<file path="src/rtl/des_pkg.sv">
// =============================================================================
// des_pkg : shared DES constants (IP/FP tables, stage defaults, occupancy)
// Revision: 1.0
// =============================================================================
`default_nettype none

package des_pkg;

    localparam int c_CNT_W_DEFAULT = 16;
    localparam int c_FIFO_DEPTH    = 2;

    // DES bit numbering (1 = MSB); entry k is the source bit of output bit k+1
    localparam int c_IP_TABLE [64] = '{
        58, 50, 42, 34, 26, 18, 10, 2,
        60, 52, 44, 36, 28, 20, 12, 4,
        62, 54, 46, 38, 30, 22, 14, 6,
        64, 56, 48, 40, 32, 24, 16, 8,
        57, 49, 41, 33, 25, 17,  9, 1,
        59, 51, 43, 35, 27, 19, 11, 3,
        61, 53, 45, 37, 29, 21, 13, 5,
        63, 55, 47, 39, 31, 23, 15, 7
    };

    localparam int c_FP_TABLE [64] = '{
        40, 8, 48, 16, 56, 24, 64, 32,
        39, 7, 47, 15, 55, 23, 63, 31,
        38, 6, 46, 14, 54, 22, 62, 30,
        37, 5, 45, 13, 53, 21, 61, 29,
        36, 4, 44, 12, 52, 20, 60, 28,
        35, 3, 43, 11, 51, 19, 59, 27,
        34, 2, 42, 10, 50, 18, 58, 26,
        33, 1, 41,  9, 49, 17, 57, 25
    };

    typedef enum logic [1:0] {
        OCC_EMPTY = 2'd0,
        OCC_ONE   = 2'd1,
        OCC_FULL  = 2'd2
    } occ_e;

endpackage

`default_nettype wire

</file>
<file path="src/rtl/initial_perm.sv">
// =============================================================================
// initial_perm : combinational DES initial permutation IP
// Revision: 1.0
// =============================================================================
`default_nettype none

module initial_perm
    import des_pkg::*;
(
    input  logic [63:0] data_in,
    output logic [63:0] out
);

    for (genvar k = 0; k < 64; k++) begin : g_bit
        assign out[63-k] = data_in[64 - c_IP_TABLE[k]];
    end

endmodule

`default_nettype wire

</file>
<file path="src/rtl/des_init_perm_stage.sv">
// =============================================================================
// des_init_perm_stage : IP on input, 2-entry FIFO of permuted blocks, block count
// Revision: 1.0
// =============================================================================
`default_nettype none

module des_init_perm_stage
    import des_pkg::*;
#(
    parameter int CNT_W = c_CNT_W_DEFAULT
) (
    input  logic             clk,
    input  logic             rst,
    input  logic             flush,
    input  logic             in_valid,
    output logic             in_ready,
    input  logic [63:0]      data_in,
    output logic             out_valid,
    input  logic             out_ready,
    output logic [31:0]      out_l,
    output logic [31:0]      out_r,
    output logic [CNT_W-1:0] blk_cnt
);

    occ_e             occ_q, occ_d;
    logic             wr_ptr_q, wr_ptr_d;
    logic             rd_ptr_q, rd_ptr_d;
    logic [63:0]      mem_q [c_FIFO_DEPTH];
    logic [63:0]      hold_q;
    logic [CNT_W-1:0] blk_cnt_q;

    logic [63:0]      w_perm;
    logic [63:0]      w_head;
    logic             w_accept;
    logic             w_pop;

    initial_perm u_initial_perm (
        .data_in (data_in),
        .out     (w_perm)
    );

    assign in_ready  = (occ_q != OCC_FULL);
    assign out_valid = (occ_q != OCC_EMPTY);
    assign w_accept  = in_valid && in_ready;
    assign w_pop     = out_valid && out_ready;
    assign w_head    = mem_q[rd_ptr_q];

    // hold_q keeps the last presented block visible once the FIFO drains
    assign {out_l, out_r} = out_valid ? w_head : hold_q;
    assign blk_cnt        = blk_cnt_q;

    always_comb begin
        occ_d    = occ_q;
        wr_ptr_d = wr_ptr_q;
        rd_ptr_d = rd_ptr_q;
        if (flush) begin
            occ_d    = OCC_EMPTY;
            wr_ptr_d = 1'b0;
            rd_ptr_d = 1'b0;
        end else begin
            if (w_accept) wr_ptr_d = ~wr_ptr_q;
            if (w_pop)    rd_ptr_d = ~rd_ptr_q;
            case (occ_q)
                OCC_EMPTY: if (w_accept) occ_d = OCC_ONE;
                OCC_ONE: begin
                    if (w_accept && !w_pop)      occ_d = OCC_FULL;
                    else if (!w_accept && w_pop) occ_d = OCC_EMPTY;
                end
                OCC_FULL:  if (w_pop) occ_d = OCC_ONE;
                default:   occ_d = OCC_EMPTY;
            endcase
        end
    end

    always_ff @(posedge clk) begin
        if (rst) begin
            occ_q     <= OCC_EMPTY;
            wr_ptr_q  <= 1'b0;
            rd_ptr_q  <= 1'b0;
            blk_cnt_q <= '0;
            hold_q    <= '0;
            for (int i = 0; i < c_FIFO_DEPTH; i++) begin
                mem_q[i] <= '0;
            end
        end else begin
            occ_q    <= occ_d;
            wr_ptr_q <= wr_ptr_d;
            rd_ptr_q <= rd_ptr_d;
            // a block accepted during flush is counted but never stored
            if (w_accept && !flush) mem_q[wr_ptr_q] <= w_perm;
            if (w_accept)           blk_cnt_q <= blk_cnt_q + 1'b1;
            if (out_valid)          hold_q <= w_head;
        end
    end

endmodule

`default_nettype wire

</file>
<file path="config.mk">
export PLATFORM = sky130hd
export DESIGN_NAME = des_init_perm_stage
export DESIGN_NICKNAME = d
export VERILOG_FILES = /design/src/rtl/des_pkg.sv /design/src/rtl/initial_perm.sv /design/src/rtl/des_init_perm_stage.sv
export SDC_FILE = /design/constraint.sdc
export NUM_CORES = 1
export LEC_CHECK = 0
export CORE_MARGIN = 4
export CORE_UTILIZATION = 55
export CTS_CLUSTER_DIAMETER = 200
export CTS_CLUSTER_SIZE = 10
export DETAILED_ROUTE_END_ITERATION = 10
export GPL_TIMING_DRIVEN = 0
export PLACE_DENSITY = 0.81
export SYNTH_ARGS = -nofsm -noshare
export SYNTH_HDL_FRONTEND = slang
export SYNTH_SLANG_ARGS = --single-unit
</file>
<file path="constraint.sdc">
create_clock -name clk -period 5.8 [get_ports clk]
set_input_delay 1.16 -clock clk [delete_from_list [all_inputs] [get_ports clk]]
set_output_delay 1.16 -clock clk [all_outputs]
set_load 0.03 [all_outputs]
</file>
After elaboration in Yosys (flattened, before gate mapping)
Memories as Yosys holds them, arrays and structs flattened. A register that Yosys moved wholly into a read port is not among the register bits.
Index checks and enable logic that the tools add are counted.
Storage, ports and cells
  register bits: 84
  bits in writable memories: 128
  input bits: 69
  output and inout port bits: 82
  word-level logic and storage cells: 44
  memories: 1
Memories
  mem_q: words 2, width 64, rd ports 1, clocked after memory_dff 1, write ports 2, line des_init_perm_stage.sv:28  | logic [63:0] mem_q [c_FIFO_DEPTH];
Cells by class
  $add $sub $neg: 1
  equal/unequal tests: 6
  multiplexer cells: 16
  bitwise operators: 2
  reduce and logical (&&, ||, !) cells: 13
Operators by type and width (count)
  two-way mux 64 bit: 2
  OR reduction 64 bit: 1
  adder 16 x 1 -> 16 bit (second input constant): 1
  two-way mux 1 bit: 9
  two-way mux 2 bit: 4
  inequality test 2 bit (second input constant): 3
  case mux 2 bit (3 select lines): 1
  logical AND 1 bit: 5
  logical NOT 1 bit: 3
  inequality test 3 bit (second input constant): 1
  AND reduction 3 bit: 1
  equality test 2 x 1 -> 1 bit (second input constant): 1
  equality test 2 bit (second input constant): 1
  logical NOT 2 bit: 1
  NOT 1 bit: 2
  nonzero test 2 bit: 1
  OR reduction 2 bit: 1

Logic depth before layout (Yosys ltp)
Gate-level depths: netlist of run 1.
  depth after elaboration: 8
  gate-level depth with buffers: 7
  mapped depth without buffers: 5

Hierarchy
Synthesis of run 1 repeated with hierarchy kept, for this count alone.
Unflattened totals
  cells, all modules: 791
  area total of the unflattened synthesis: 9183.8 µm²
Modules (own cells, without submodules)
  des_init_perm_stage: instances 1, cells an instance 727, area each 8703.3 µm², sequential area each 5545.3 µm²
  initial_perm: instances 1, cells an instance 64, area each 480.5 µm², sequential area each 0.0 µm²

Worst setup path before layout of run 1
No wires, ideal clock.
  kind: input port to flip-flop
  start point: input port rst
  end point: memory mem_q[0][0] (enable)
  setup time: 0.394 ns
  arrival time: 2.844 ns
  required time: 5.406 ns
  setup slack: 2.561 ns
  stages on the path: 4
  buffers on the path: 3
  cell sequence: clkbuf_1 clkbuf_1 clkbuf_1 or2_2
RTL lines
  start: declaration: line des_init_perm_stage.sv:13  | input logic rst,
  end: declaration: line des_init_perm_stage.sv:28

Worst setup path after layout of run 1
  start point: register occ_q[1]
  end point: output port out_r[27]
On the way
  cells in the longest elaborated chain, start to end: 2
RTL lines
  start: declaration: line des_init_perm_stage.sv:25  | occ_e occ_q, occ_d;
  start signal: assignment: line des_init_perm_stage.sv:77  | occ_q <= OCC_EMPTY;
  start signal: assignment: line des_init_perm_stage.sv:86  | occ_q <= occ_d;
  nonzero test 2 bit: line des_init_perm_stage.sv:43  | assign out_valid = (occ_q != OCC_EMPTY);
  two-way mux 64 bit
  end: declaration: line des_init_perm_stage.sv:21  | output logic [31:0] out_r,
No other way between the ends.

==> run metrics, run 1 <==
Async SR Flop Fraction=0; CTS tree=yes; first-pass GRT wire length=30.50 mm; post-layout min period=4087 ps; Slew headroom=0.3656; die height=133.8 um; cell accounting for the most synthesized area=edfxtp_1; status=complete, no violations; post-place setup slack=1984 ps; initial DRC count=235; commonest cells in the netlist=128 x and2_1, 128 x edfxtp_1, 85 x dfxtp_1; Req. time, crit path=4640 ps; postcts setup bufs=0; Seq/Total Area, Yosys=0.6371; area occupied by multi-input gates=0.002948 sq mm; crit path launch=occ_q[1]; Leakage=3.987 nW; clk_skew=9.582 ps; CP max FO=10; Post-Syn Area=0.008703 sq mm; Fmax=244.7 MHz; final hold viol count=0; worst hold-check path type=flop to flop; Detail Route Antenna Nets=0; Die W=133.8 um; initial antenna violation count=0; num ports=151; All-Layer GR Usage=0.2107; hpwl dp=12.95 mm; via/cell ratio=5.256; proportion of layout cells with a drive suffix above 1=0.06623; cell count of the worst reg-to-reg path=5; syn_nets=797; Data arrival, critical path=2930 ps; vias in the first global route=6194; clk buf depth=3; unrepaired setup endpoints after global routing=no; Total Die Area=0.01790 sq mm; worst hold start=blk_cnt[15]; hold endpoint=blk_cnt[15]; RR Startpoint=occ_q[0]; total grt overflow=0; max cap viols=0; antenna diode count=0; Setup CP Type=flop to output pin; area share of the largest cell type after synthesis=0.4416; met1 usage=0.2524; GRT Max-Usage Layer=met2; CTS clock-pin slew for the worst setup and hold paths=60 ps; routability cong.=0.8501; Critical Path Sink Type=output pin; core area=0.01537 sq mm; register-to-register path setup slack=3290 ps; Synth Area per Inst=11.97 sq um; setup TNS=0 ps; DRT Pass-1 Iters=5; synth unique cells=40; largest net degree at the start of global routing=65; Final #Nets=973; count of final max-slew check failures=0; register area=0.005545 sq mm; number of buffers created by CTS=25; final worst-path setup slack=1713 ps; final worst-path cycle share=0.7046; Synth Flop Type=edfxtp_1; detailed-route wire length=19.03 mm; clock sinks=213; Initial Utilization=0.5662; clk_lat worst skew=510 ps; vias=5950; Post-synth EDFFs=128; Syn Inst Count=727; Layout area overhead=28.39%; Worst setup SP type=flop; std cell rows=45; WL/cell=16.81 um; hold buffer count at cts=0; cts repair resizes=0; global routing usage on met2=0.3810; Worst R2R End=mem_q[0][17]; post-synthesis register bit count=213; Hold Path Depth=2; Syn. warnings=0; Root Driver=clkbuf_16; top cells by area, synth=edfxtp_1 44%, dfxtp_1 20%, and2_1 9.2%, mux2i_1 7.5%, nor2b_1 4.6%; setup violators final=0; Port-buffer cells=149; Worst-Margin Slew=951.6 ps; CTS H-tree lvls=1; Pwr per Cell Area=301.8 mW/mm^2; filler instances=1072; Peak VDD IR=225.4 uV; routing usage on met3=0.03488; # DRC=0
-- report_power, final --
group | leakage [nW] | switching (W) | internal, W
Combinational | 1.62 | 0.000179 | 0.000131
Sequential | 2.03 | 0.0000185 | 0.00167
Clock | 0.338 | 0.000569 | 0.000807
-- per-stage QoR --
stage | power [W] | cells | hold slack (ps) | utilization | instance area (sq um)
final | 0.003372 | 1132 | 489.8 | 0.7270 | 11170
after global placement | 0.002016 | 1087 | 460.4 | 0.6804 | 10460
after detailed placement | 0.002029 | 1087 | 484.7 | 0.6807 | 10460
after floorplan | 0.001875 | 727 | 503.7 | - | 8703
after global routing | 0.003484 | 1132 | 514.5 | 0.7270 | 11170
after CTS | 0.003389 | 1132 | 491.5 | 0.7270 | 11170
-- cell families after synthesis --
logic type                 count (synthesis)  synth area share
and+or+nand+nor                          307            0.2027
DFF                                      213            0.6371
AOI/OAI and AO/OA                         82           0.04917
muxes                                     65           0.07476
buffers and inverters                     49           0.02473
xor gates and xnor gates                  10           0.01006
adders and majority gates                  1          0.001437
-- cell usage in the layout, fill, tap and decap left out, types with 6 or more instances in the layout --
cell type	count
a21oi_1	9
and2_1	128
buf_2	10
clkbuf_1	40
clkbuf_16	25
clkbuf_2	12
clkdlybuf4s50_1	149
dfxtp_1	85
edfxtp_1	128
mux2i_1	65
nand2_1	68
nand3_1	6
nor2_1	9
nor2b_1	64
o21ai_0	67
xor2_1	10
-- worst max-delay path by stage --
| stage | endpoint | slack (ps) | cells past startpoint |
|---|---|---|---|
| after floorplan | mem_q[0][0] | 2560 | 4 |
| after global placement | mem_q[0][53] | 1590 | 4 |
| after detailed placement | mem_q[0][56] | 1980 | 4 |
| after CTS | out_l[30] | 1690 | 7 |
| after global routing | out_l[30] | 1510 | 7 |
| final | out_r[27] | 1710 | 6 |
-- sequential cells by signal, summed over array words and instances, names as in the netlist, named ones only --
signal / cells
mem_q: 128
hold_q: 64
blk_cnt: 16
occ_q: 2
rd_ptr_q: 1
wr_ptr_q: 1
-- cell type report --
type | count | area share
multi-input combinational | 465 | 0.2638
buffer | 47 | 0.01859
clock inverter | 2 | 0.001568
clock buffer | 43 | 0.06203
sequential | 213 | 0.4962
inverter | 2 | 0.0006718
timing repair buffer | 149 | 0.1335
tap | 211 | 0.02363
-- layer usage --
layer / wire, um / share of wire / up-vias
met4: 557 / 0.029 / 0
met2: 9816 / 0.52 / 179
li1: - / - / 2869
met3: 1011 / 0.053 / 38
met1: 7647 / 0.40 / 2864
met5: 0 / 0 / -
-- critical path, stage by stage, from the launching register on --
cell	delay [ps]
dfxtp_1	360
nor2_1	280
buf_2	320
buf_1	400
nand2_1	130
o21ai_0	170
clkdlybuf4s50_1	760
Note: power is estimated with default switching activity, not from simulation.
==> run 2: changes to the inputs <==
Settings changed: CORE_UTILIZATION 55 to 53, PLACE_DENSITY 0.81 to 0.78.
Clock period 5.8 ns to 4.1 ns, I/O delays scaled along.
==> run 2 against run 1 <==
Against the previous run: worst setup slack worse by 1400 ps; sequential cell count unchanged; wire length down 1.5%; largest cell class unchanged; non-clock buffer count unchanged; combinational power up 41%; sequential share of layout area about the same.
==> run metrics, run 2 (same netlist as run 1, synthesis figures left out) <==
Largest register FFs=128; commonest non-fill, non-tap cell in the layout=clkdlybuf4s50_1; largest net degree at the start of global routing=65; postcts setup bufs=0; routability cong.=0.7619; setup TNS=0 ps; Placed Area=0.01047 sq mm; Total Die Area=0.01854 sq mm; Worst path max stage delay=750 ps; RR Startpoint=occ_q[0]; Crit-path slowest cell=clkdlybuf4s50_1; post-layout min period=3747 ps; CP max FO=10; Req. time, crit path=3280 ps; CTS clock-pin slew for the worst setup and hold paths=50 ps; clk_lat worst skew=510 ps; worst hold-check path type=flop to flop; std cell rows=46; final instance area=0.01118 sq mm; initial DRC count=261; total grt overflow=0; Worst setup SP type=flop; Final #Nets=973; # DRC=0; final worst-path cycle share=0.9138; detailed-route wire length=18.76 mm; WL/cell=16.50 um; die height=136.1 um; initial antenna violation count=0; most frequent cells in the layout=149 x clkdlybuf4s50_1, 128 x and2_1, 128 x edfxtp_1; clk buf depth=3; All-Layer GR Usage=0.2020; Layout area overhead=28.46%; hpwl dp=12.78 mm; Port-buffer cells=149; Data arrival, critical path=2930 ps; Pwr per Cell Area=424.5 mW/mm^2; clock sinks=213; antenna diode count=0; unrepaired setup endpoints after global routing=no; clk_skew=9.442 ps; setup violators final=0; count of final max-slew check failures=0; Final Util=0.6988; CTS tree=yes; core area=0.01600 sq mm; via/cell ratio=5.195; Largest Register=mem_q; crit path launch=occ_q[1]; Critical Path Sink Type=output pin; # placed instances=1092; max cap viols=0; Leakage=3.987 nW; Detail Route Antenna Nets=0; num ports=151; CP bufs+invs=4; vias in the first global route=6189; proportion of layout cells with a drive suffix above 1=0.06623; cts repair resizes=0; Worst-Margin Slew=957.5 ps; CP top delay family=buffers and inverters; Initial Utilization=0.5439; Root Driver=clkbuf_16; Fmax=266.9 MHz; Final Non-Filler Cells=1137; CTS H-tree lvls=1; Die W=136.1 um; final hold viol count=0; worst hold start=blk_cnt[15]; hold buffer count at cts=0; Critical Path, Cell by Cell=nor2_1, buf_2, buf_2, buf_2, nand2_1, o21ai_0, clkdlybuf4s50_1; first-pass GRT wire length=29.82 mm; Peak VDD IR=404.2 uV; Setup CP Type=flop to output pin; Slew headroom=0.3617; vias=5907; status=complete, no violations; number of buffers created by CTS=25; CP most frequent cell=buf_2; DRT Pass-1 Iters=4
run 2: cell counts in the layout (fill, tap and decap cells not counted):
Identical to the previous run, type by type.
run 2: final timing paths:
path	end	slack, ps	depth (start not counted)
setup / recovery	out_l[30]	350	7
hold / removal	blk_cnt[15]	490	2
hold reg to reg	blk_cnt[15]	490	2
setup reg to reg	mem_q[0][53]	1570	5
run 2: worst reg2reg max path, cell delays in order, from the launching register on:
cell	delay [ps]
dfxtp_1	380
nand2b_2	170
nand2_2	120
nor4_1	290
clkbuf_2	340
or2_4	820
run 2: final cells by class:
cell class	count	area [sq um]
Buffer	47	207.7
Clock buffer	43	693.2
Clock inverter	2	17.52
Fill cell	1144	4820
Inverter	2	7.507
Multi-Input combinational cell	465	2948
Sequential cell	213	5545
Tap cell	216	270.3
Timing Repair Buffer	149	1491
run 2: per-layer routing:
metal,vias up,GRT usage,part of all wire
met5,-,0,0
li1,2862,-,-
met4,0,0.05991,0.024
met3,32,0.03072,0.052
met1,2858,0.2451,0.40
met2,155,0.3709,0.52
run 2: stage by stage:
| step | setup WS, ps | hold WS [ps] | power (W) |
|---|---|---|---|
| 6_report | 353.3 | 490.3 | 0.004746 |
| 5_1_grt | 178.6 | 530.9 | 0.004909 |
| 4_1_cts | 339.9 | 503.1 | 0.004783 |
| 3_5_place_dp | 621.8 | 495.9 | 0.002870 |
| 3_3_place_gp | 226.5 | 460.0 | 0.002854 |
| 2_1_floorplan | 1201 | 503.7 | 0.002653 |
run 2: power breakdown:
group	internal, W	total, W	switching [W]
logic	0.000186	0.000439	0.000253
registers	0.00236	0.00238	0.0000254
clock network	0.00114	0.00192	0.000783
total	0.00369	0.00475	0.00106
